==> config.mk <==
export PLATFORM = sky130hd
export DESIGN_NAME = bsg_link_credit_tx_mux
export DESIGN_NICKNAME = d
export VERILOG_FILES = /design/src/rtl/bsg_link_credit_tx_mux.sv
export SDC_FILE = /design/constraint.sdc
export NUM_CORES = 1
export LEC_CHECK = 0
export CAP_MARGIN = 20
export CELL_PAD_IN_SITES_DETAIL_PLACEMENT = 0
export CELL_PAD_IN_SITES_GLOBAL_PLACEMENT = 1
export CORE_ASPECT_RATIO = 0.7
export CORE_UTILIZATION = 33
export CTS_CLUSTER_DIAMETER = 50
export DETAILED_ROUTE_END_ITERATION = 6
export GPL_TIMING_DRIVEN = 0
export PLACE_DENSITY_LB_ADDON = 0.1
export RECOVER_POWER = 50
export REMOVE_ABC_BUFFERS = 1
export SLEW_MARGIN = 20
export SYNTH_ARGS = -nofsm -noshare
export SYNTH_HDL_FRONTEND = slang
export SYNTH_SLANG_ARGS = --single-unit
==> constraint.sdc <==
create_clock -name core_clk_i -period 3.2 [get_ports core_clk_i]
set_input_delay 0.48 -clock core_clk_i [delete_from_list [all_inputs] [get_ports core_clk_i]]
set_output_delay 0.48 -clock core_clk_i [all_outputs]
set_load 0.02 [all_outputs]
==> src/rtl/bsg_link_credit_tx_mux.sv <==
// ---------------------------------------------------------------------------
// bsg_link_credit_tx_mux: credit-gated round-robin mux of core channels onto
// one registered link.                                         Rev 1.0
// ---------------------------------------------------------------------------
`default_nettype none

module bsg_link_credit_tx_mux #(
  parameter int width_p        = 16,
  parameter int num_chan_p     = 4,
  parameter int credit_depth_p = 8,
  parameter int token_batch_p  = 1
) (
  input  logic                                           core_clk_i,
  input  logic                                           core_reset_n_i,
  input  logic [num_chan_p*width_p-1:0]                  core_data_i,
  input  logic [num_chan_p-1:0]                          core_valid_i,
  output logic [num_chan_p-1:0]                          core_ready_o,
  input  logic [num_chan_p-1:0]                          token_i,
  output logic [width_p-1:0]                             link_data_r_o,
  output logic [((num_chan_p > 1) ? $clog2(num_chan_p) : 1)-1:0] link_chan_r_o,
  output logic                                           link_valid_r_o,
  output logic                                           credit_err_r_o
);

  localparam int c_chan_w = (num_chan_p > 1) ? $clog2(num_chan_p) : 1;
  localparam int c_cred_w = $clog2(credit_depth_p + 1);
  // One extra bit so credit + token batch can be compared against the depth
  localparam int c_sum_w  = c_cred_w + 1;
  localparam logic [c_sum_w-1:0]  c_depth_s   = c_sum_w'(credit_depth_p);
  localparam logic [c_sum_w-1:0]  c_batch_s   = c_sum_w'(token_batch_p);
  localparam logic [c_cred_w-1:0] c_depth_c   = c_cred_w'(credit_depth_p);
  localparam logic [c_chan_w-1:0] c_last_init = c_chan_w'(num_chan_p - 1);

  logic [num_chan_p-1:0] w_elig;
  logic [num_chan_p-1:0] w_ready;
  logic [num_chan_p-1:0] w_xfer;
  logic [num_chan_p-1:0] w_ovf;
  logic [c_chan_w-1:0]   w_grant;
  logic [c_chan_w-1:0]   w_sel;
  logic                  w_any;
  logic [c_chan_w-1:0]   r_last_grant;

  for (genvar c = 0; c < num_chan_p; c++) begin : g_chan
    logic [c_cred_w-1:0] r_credit;
    logic [c_sum_w-1:0]  w_sum;

    assign w_elig[c] = core_valid_i[c] & (r_credit != '0);

    always_comb begin
      w_sum = {1'b0, r_credit};
      if (token_i[c]) w_sum = w_sum + c_batch_s;
      if (w_xfer[c])  w_sum = w_sum - c_sum_w'(1);
    end

    assign w_ovf[c] = (w_sum > c_depth_s);

    always_ff @(posedge core_clk_i or negedge core_reset_n_i) begin
      if (!core_reset_n_i)  r_credit <= c_depth_c;
      else if (w_ovf[c])    r_credit <= c_depth_c;
      else                  r_credit <= w_sum[c_cred_w-1:0];
    end
  end

  // Search begins one past the last granted channel; first eligible wins
  always_comb begin
    w_any   = 1'b0;
    w_grant = r_last_grant;
    w_sel   = '0;
    for (int i = 1; i <= num_chan_p; i++) begin
      w_sel = c_chan_w'((int'(r_last_grant) + i) % num_chan_p);
      if (!w_any && w_elig[w_sel]) begin
        w_any   = 1'b1;
        w_grant = w_sel;
      end
    end
  end

  always_comb begin
    w_ready = '0;
    if (w_any && core_reset_n_i) w_ready[w_grant] = 1'b1;
  end

  assign core_ready_o = w_ready;
  assign w_xfer       = w_ready & core_valid_i;

  always_ff @(posedge core_clk_i or negedge core_reset_n_i) begin
    if (!core_reset_n_i) begin
      link_valid_r_o <= 1'b0;
      link_data_r_o  <= '0;
      link_chan_r_o  <= '0;
      credit_err_r_o <= 1'b0;
      r_last_grant   <= c_last_init;
    end else begin
      link_valid_r_o <= |w_xfer;
      if (|w_xfer) begin
        link_data_r_o <= core_data_i[w_grant*width_p +: width_p];
        link_chan_r_o <= w_grant;
        r_last_grant  <= w_grant;
      end
      if (|w_ovf) credit_err_r_o <= 1'b1;
    end
  end

endmodule

`default_nettype wire
* Word level (Yosys, flattened, before mapping)
Index checks and enable logic that the tools add are counted.
** Word-level totals
- Flip-flop bits (word level) :: 38
- Bits of input ports :: 74
- Output and inout bits :: 24
** Cells by class
- $add $sub $neg :: 12
- $lt $le $gt $ge :: 10
- Shift-type cells :: 1
- Mux-type cells :: 31
- Bitwise logic cells :: 5
- Reduce and logical (&&, ||, !) cells :: 14
** Operator list (count)
- variable part select 64 x 7 -> 16 bit :: 1
- two-way mux 5 bit :: 8
- adder 4 x 1 -> 5 bit (second input constant) :: 4
- > comparator 5 x 4 -> 1 bit (second input constant) :: 4
- two-way mux 4 bit :: 5
- subtractor 5 x 1 -> 5 bit (second input constant) :: 4
- nonzero test 4 bit :: 4
- less-than comparator 2 x 3 -> 1 bit (second input constant) :: 5
- two-way mux 1 bit :: 9
- binary-select mux 1 bit (select 2 bit) :: 4
- two-way mux 2 bit :: 4
- OR reduction 4 bit :: 2
- logical AND 1 bit :: 5
- adder 2 x 1 -> 2 bit (second input constant) :: 2
- adder 2 bit (second input constant) :: 2
- AND 1 bit :: 4
- AND 4 bit :: 1
- logical NOT 1 bit :: 3
- demux 1 bit (select 2 bit) :: 1
- greater-or-equal comparator 2 x 1 -> 1 bit (second input constant) :: 1

* Logic depth before layout (Yosys ltp)
- Word-level depth :: 23
- Mapped depth :: 12
- Depth with buffers taken out :: 11

* Worst setup path after synthesis
No wires, ideal clock.
- Path kind :: in2reg
- From :: in token_i[3]
- To :: reg credit_err_r_o
- Data arrival time :: 2422 ps
- Data required time :: 3061 ps
- Path slack :: 639 ps
- Stages :: 9
- Path buffers :: 1
- Cells stage by stage :: clkbuf_1 xor2_1 inv_1 ha_1 nand2b_1 and3_1 a31o_2 a21o_1 or4b_1
** Between the ends
- Cells in the longest elaborated chain, start to end :: 5
** Ends and longest elaborated chain
- from (decl) :: line 18 : input logic [num_chan_p-1:0] token_i,
- two-way mux 5 bit (*) :: line 51 : if (token_i[c]) w_sum = w_sum + c_batch_s;
- subtractor 5 x 1 -> 5 bit :: line 52 : if (w_xfer[c]) w_sum = w_sum - c_sum_w'(1);
- two-way mux 5 bit (*) :: line 52
- > comparator 5 x 4 -> 1 bit (*) :: line 55 : assign w_ovf[c] = (w_sum > c_depth_s);
- OR reduction 4 bit (*) :: line 100 : if (|w_ovf) credit_err_r_o <= 1'b1;
- to (signal assigned) :: line 91 : credit_err_r_o <= 1'b0;
- to (signal assigned) :: line 100
- to (decl) :: line 22 : output logic credit_err_r_o
Mark *: on every way between the ends. The rest lies on a longest branch, timed or not.
A chain may end at the register's enable or synchronous reset.

* Final worst setup path
- From :: reg g_chan[1].r_credit[0]
- To :: out core_ready_o[0]
** Between the ends
- Cells in the longest elaborated chain, start to end :: 19
** Ends and longest elaborated chain
- from (decl) :: line 44 : logic [c_cred_w-1:0] r_credit;
- from (signal assigned) :: line 58 : if (!core_reset_n_i) r_credit <= c_depth_c;
- from (signal assigned) :: line 59 : else if (w_ovf[c]) r_credit <= c_depth_c;
- from (signal assigned) :: line 60 : else r_credit <= w_sum[c_cred_w-1:0];
- nonzero test 4 bit (*) :: line 47 : assign w_elig[c] = core_valid_i[c] & (r_credit != '0);
- AND 1 bit (*) :: line 47
- binary-select mux 1 bit (select 2 bit) :: line 71 : if (!w_any && w_elig[w_sel]) begin
- two-way mux 1 bit (not written as such) :: line 71
- two-way mux 1 bit :: line 71
- logical NOT 1 bit :: line 71
- logical AND 1 bit :: line 71
- two-way mux 1 bit :: line 71
- [3 not listed]
- logical NOT 1 bit :: line 71
- logical AND 1 bit :: line 71
- two-way mux 2 bit :: line 71
- less-than comparator 2 x 3 -> 1 bit (not written as such) / greater-or-equal comparator 2 x 1 -> 1 bit (equally long branches) :: line 80 : if (w_any && core_reset_n_i) w_ready[w_grant] = 1'b1;
- logical AND 1 bit (not written as such) :: line 80
- two-way mux 1 bit (not written as such) :: line 80
- demux 1 bit (select 2 bit) :: line 80
- two-way mux 4 bit (*) :: line 80
- to (decl) :: line 17 : output logic [num_chan_p-1:0] core_ready_o,
Mark *: on every way between the ends. The rest lies on a longest branch, timed or not. The select of a mux whose other input is x is not followed.

==> impl_metrics.toml <==
[logic_synthesis]
yosysTopAreaCell = "dfrtp_1"
synth-seq-cells = 38
yosys_warnings = 0
synth_edf_count = 0
synth_area_mm2 = 0.00288
ys.flop_type = "dfrtp_1"
ys_types = 53
yosysTopAreaCellShare = 0.278
synth_area_leaders = "dfrtp_1 28%, nor2_1 6.4%, a222oi_1 5.6%"
avgSynthCellArea_um2 = 8.41
ys_seq_area_frac = 0.332
synth_cells = 343
synthArstFlopShare = 1.00

[clock_tree]
htree_levels = 2
clk_latency_ps = 280
cts-root-buf = "clkbuf_16"
clock-sinks = 38
cts_tree = "done"
clkTransAtPathRegs_ps = 60
cts_buffers = 5
clockBufferDepth = 2

[routing]
vias = 2931
firstDrtPassIters = 6
wl_mm = 8.48
via_per_inst = 5.26
drc = 0
wl_per_cell_um = 15.2
postRouteAntennaNets = 0
drt_iter0_markers = 215

[sta]
fin_crit_ps = 3050
timing.hold.ws_ps = 268
skew_ps = 5.88
setup_violations = 0
clock.fmax_mhz = 327
rsz0062_at_grt = "no"
worstMarginPinSlew_ps = 809
min_period_over_period = 0.955
hold_viol = 0
slew_violations = 0
slew_headroom = 0.461

[placed_design]
dpl.cell_count = 544
hpwl_mm = 6.19
gp_congestion = 0.804
port_buffers = 97

[floorplanning]
die-area_mm2 = 0.00912
rows = 28
ios = 98
initial_core_util = 0.340
coreArea_mm2 = 0.00848
die_w_um = 114
die_y_um = 80.2

[critical_path]
worst-setup-path-type = "register to output port"
worst_ep_arrival_time_ps = 2570
rrSetupSlack_ps = 380
rr_endpoint = "link_data_r_o[2]$_DFFE_PN0P_"
crit_family = "buffers and inverters"
r2r_start = "g_chan[1].r_credit[0]$_DFF_PN0_"
required_ps = 2720
cp_max_fo = 6
crit_top_cell = "inv_1"
crit_path_max_incr_delay_ps = 610
slowest_stage = "clkdlybuf4s50_1"
reg2regPathDepth = 8
critPathCaptureType = "output port"
critPathLaunchType = "register"
path_buf_inv = 3
crit_chain = "inv_1 -> ha_1 -> or3b_1 -> a32oi_1 -> o221ai_2 -> inv_1 -> clkdlybuf4s50_1"

[global_route]
overflow = 0
grt_first_pass_wirelength_mm = 14.0
antenna_found_initial = 0
grt_pass1_vias = 2745
grt_start_max_net_pins = 51
track_usage = 0.196

[outcome]
run_status = "finished clean"

[power_and_ir_drop]
p_clk_frac = 0.165
p_total_uw = 4020
p_per_area_mw_per_mm2 = 955
switching_share = 0.439
p_int_uw = 2260
pwr-share-seq = 0.231
switching_power_uw = 1760
vdd_drop_max_mv = 0.312
pwr-share-comb = 0.603
p_leak_uw = 0.00165

[finish]
diodes = 0
final_cells = 557
final_layout_size_suffix_gt1_frac = 0.0915
area_growth_pct = 45.9
layout.nets = 522

[job]
cap_violations = 0

[hold_path]
min_path_type = "input port to async pin"
-- synth_stat cells (2+ instances only) --
cell type and count:
or3b_4 2, nor3_1 7, inv_1 15, a222oi_1 16
buf_2 3, nor2b_1 5, dfstp_2 6, xor2_1 11
nand2_1 38, a311oi_1 2, a31o_2 2, o21a_1 2
ha_1 12, nor3b_1 2, a21oi_1 7, nor2_1 49
and3_1 5, nand2_2 2, or3b_1 2, nand4b_1 3
a31oi_1 20, o31ai_1 4, a22oi_4 2, dfrtp_1 32
o21ai_0 6, clkbuf_1 14, a41oi_1 2, a211oi_1 3
nand4_1 12, or3_1 3, a32oi_1 2, nand3_1 11
xnor2_1 14, and2_1 4, mux2i_1 5
-- worst max-delay path by stage --
stage / start / endpoint / slack, ps / depth (start not counted)
after floorplan: g_chan[3].r_credit[0]$_DFF_PN0_ / credit_err_r_o$_DFFE_PN0P_ / 200 / 9
after global placement: core_reset_n_i / core_ready_o[3] / -1690 / 5
after detailed placement: g_chan[0].r_credit[0]$_DFF_PN0_ / core_ready_o[2] / -450 / 10
after CTS: g_chan[0].r_credit[0]$_DFF_PN0_ / core_ready_o[2] / 10 / 10
after global routing: g_chan[1].r_credit[0]$_DFF_PN0_ / core_ready_o[0] / 30 / 7
final: g_chan[1].r_credit[0]$_DFF_PN0_ / core_ready_o[0] / 150 / 7
-- layout by cell type (no fill, tap or decap), types with 5 or more instances in the layout --
cell,netlist,final
a31oi_1,20,20
nand2_1,38,38
dfrtp_1,32,31
a222oi_1,16,16
and3_1,5,5
inv_1,15,15
xor2_1,11,11
clkbuf_16,0,5
a21oi_1,7,7
nor2_1,49,48
nor3_1,7,7
dfstp_2,6,6
nand4_1,12,13
xnor2_1,14,14
o21ai_0,6,6
clkdlybuf4s50_1,0,81
dlygate4sd3_1,0,12
nor2b_1,5,5
mux2i_1,5,5
nand3_1,11,11
ha_1,12,12
-- metal layers --
layer / wire length [µm] / vias to the layer above / GRT usage / part of all wire
li1: - / 1458 / - / -
met1: 4190 / 1373 / 0.279 / 0.49
met2: 3550 / 96 / 0.293 / 0.42
met3: 690 / 4 / 0.0581 / 0.081
met4: 42 / 0 / 0.0355 / 0.0050
met5: 0 / - / 0 / 0
-- logic make-up (layout without fill, tap and decap cells) --
group                      after synthesis  count (layout)  share of synthesized area
AOI/OAI and AO/OA                       78              78                      0.218
xor gates and xnor gates                25              25                     0.0759
adders and majority gates               12              12                     0.0521
buffers and inverters                   35             128                     0.0495
DFF                                     38              38                      0.332
muxes                                    6               6                     0.0213
and+or+nand+nor                        149             150                      0.251
-- what timing repair did --
action / 4_1_cts / 5_1_grt
hold buffers: 0 / 0
endpoints found under the setup margin: 6 / 4
buffers inserted: 4 / 0
pin swaps: 2 / 0
gates resized for setup: 7 / 11
cloned: 1 / 0
-- state kept, by name, summed over array words and instances, names as in the netlist --
name	count
g_chan.r_credit	16
link_data_r_o	16
link_chan_r_o	2
r_last_grant	2
credit_err_r_o	1
link_valid_r_o	1
-- cell type report --
cell class              count  area [µm²]
repair buffers            104        1030
clock inverters             2        60.1
inverters                  16        67.6
fillers                   843        4270
flip-flops and latches     38         960
multi-input cells         271        1810
clock buffers               6         139
well taps                 120         150
-- power groups by stage --
stage | combinational [µW] | clock [µW] | sequential (µW)
2_1_floorplan | 1400 | 0 | 1040
3_3_place_gp | 2310 | 0 | 925
3_5_place_dp | 2350 | 0 | 931
4_1_cts | 2440 | 677 | 930
5_1_grt | 2680 | 699 | 971
6_report | 2420 | 665 | 930
-- metrics by stage --
step / TNS, ps / util / cell area (µm²) / worst slack, ps
final: 0 / 0.496 / 4210 / 145
after global routing: 0 / 0.496 / 4210 / 28.5
after CTS: 0 / 0.496 / 4210 / 10.3
after detailed placement: -1140 / 0.468 / 3960 / -454
after global placement: -31190 / 0.463 / 3920 / -1690
after floorplan: 0 / - / 2800 / 196
Power figures use the tool's default switching activity.
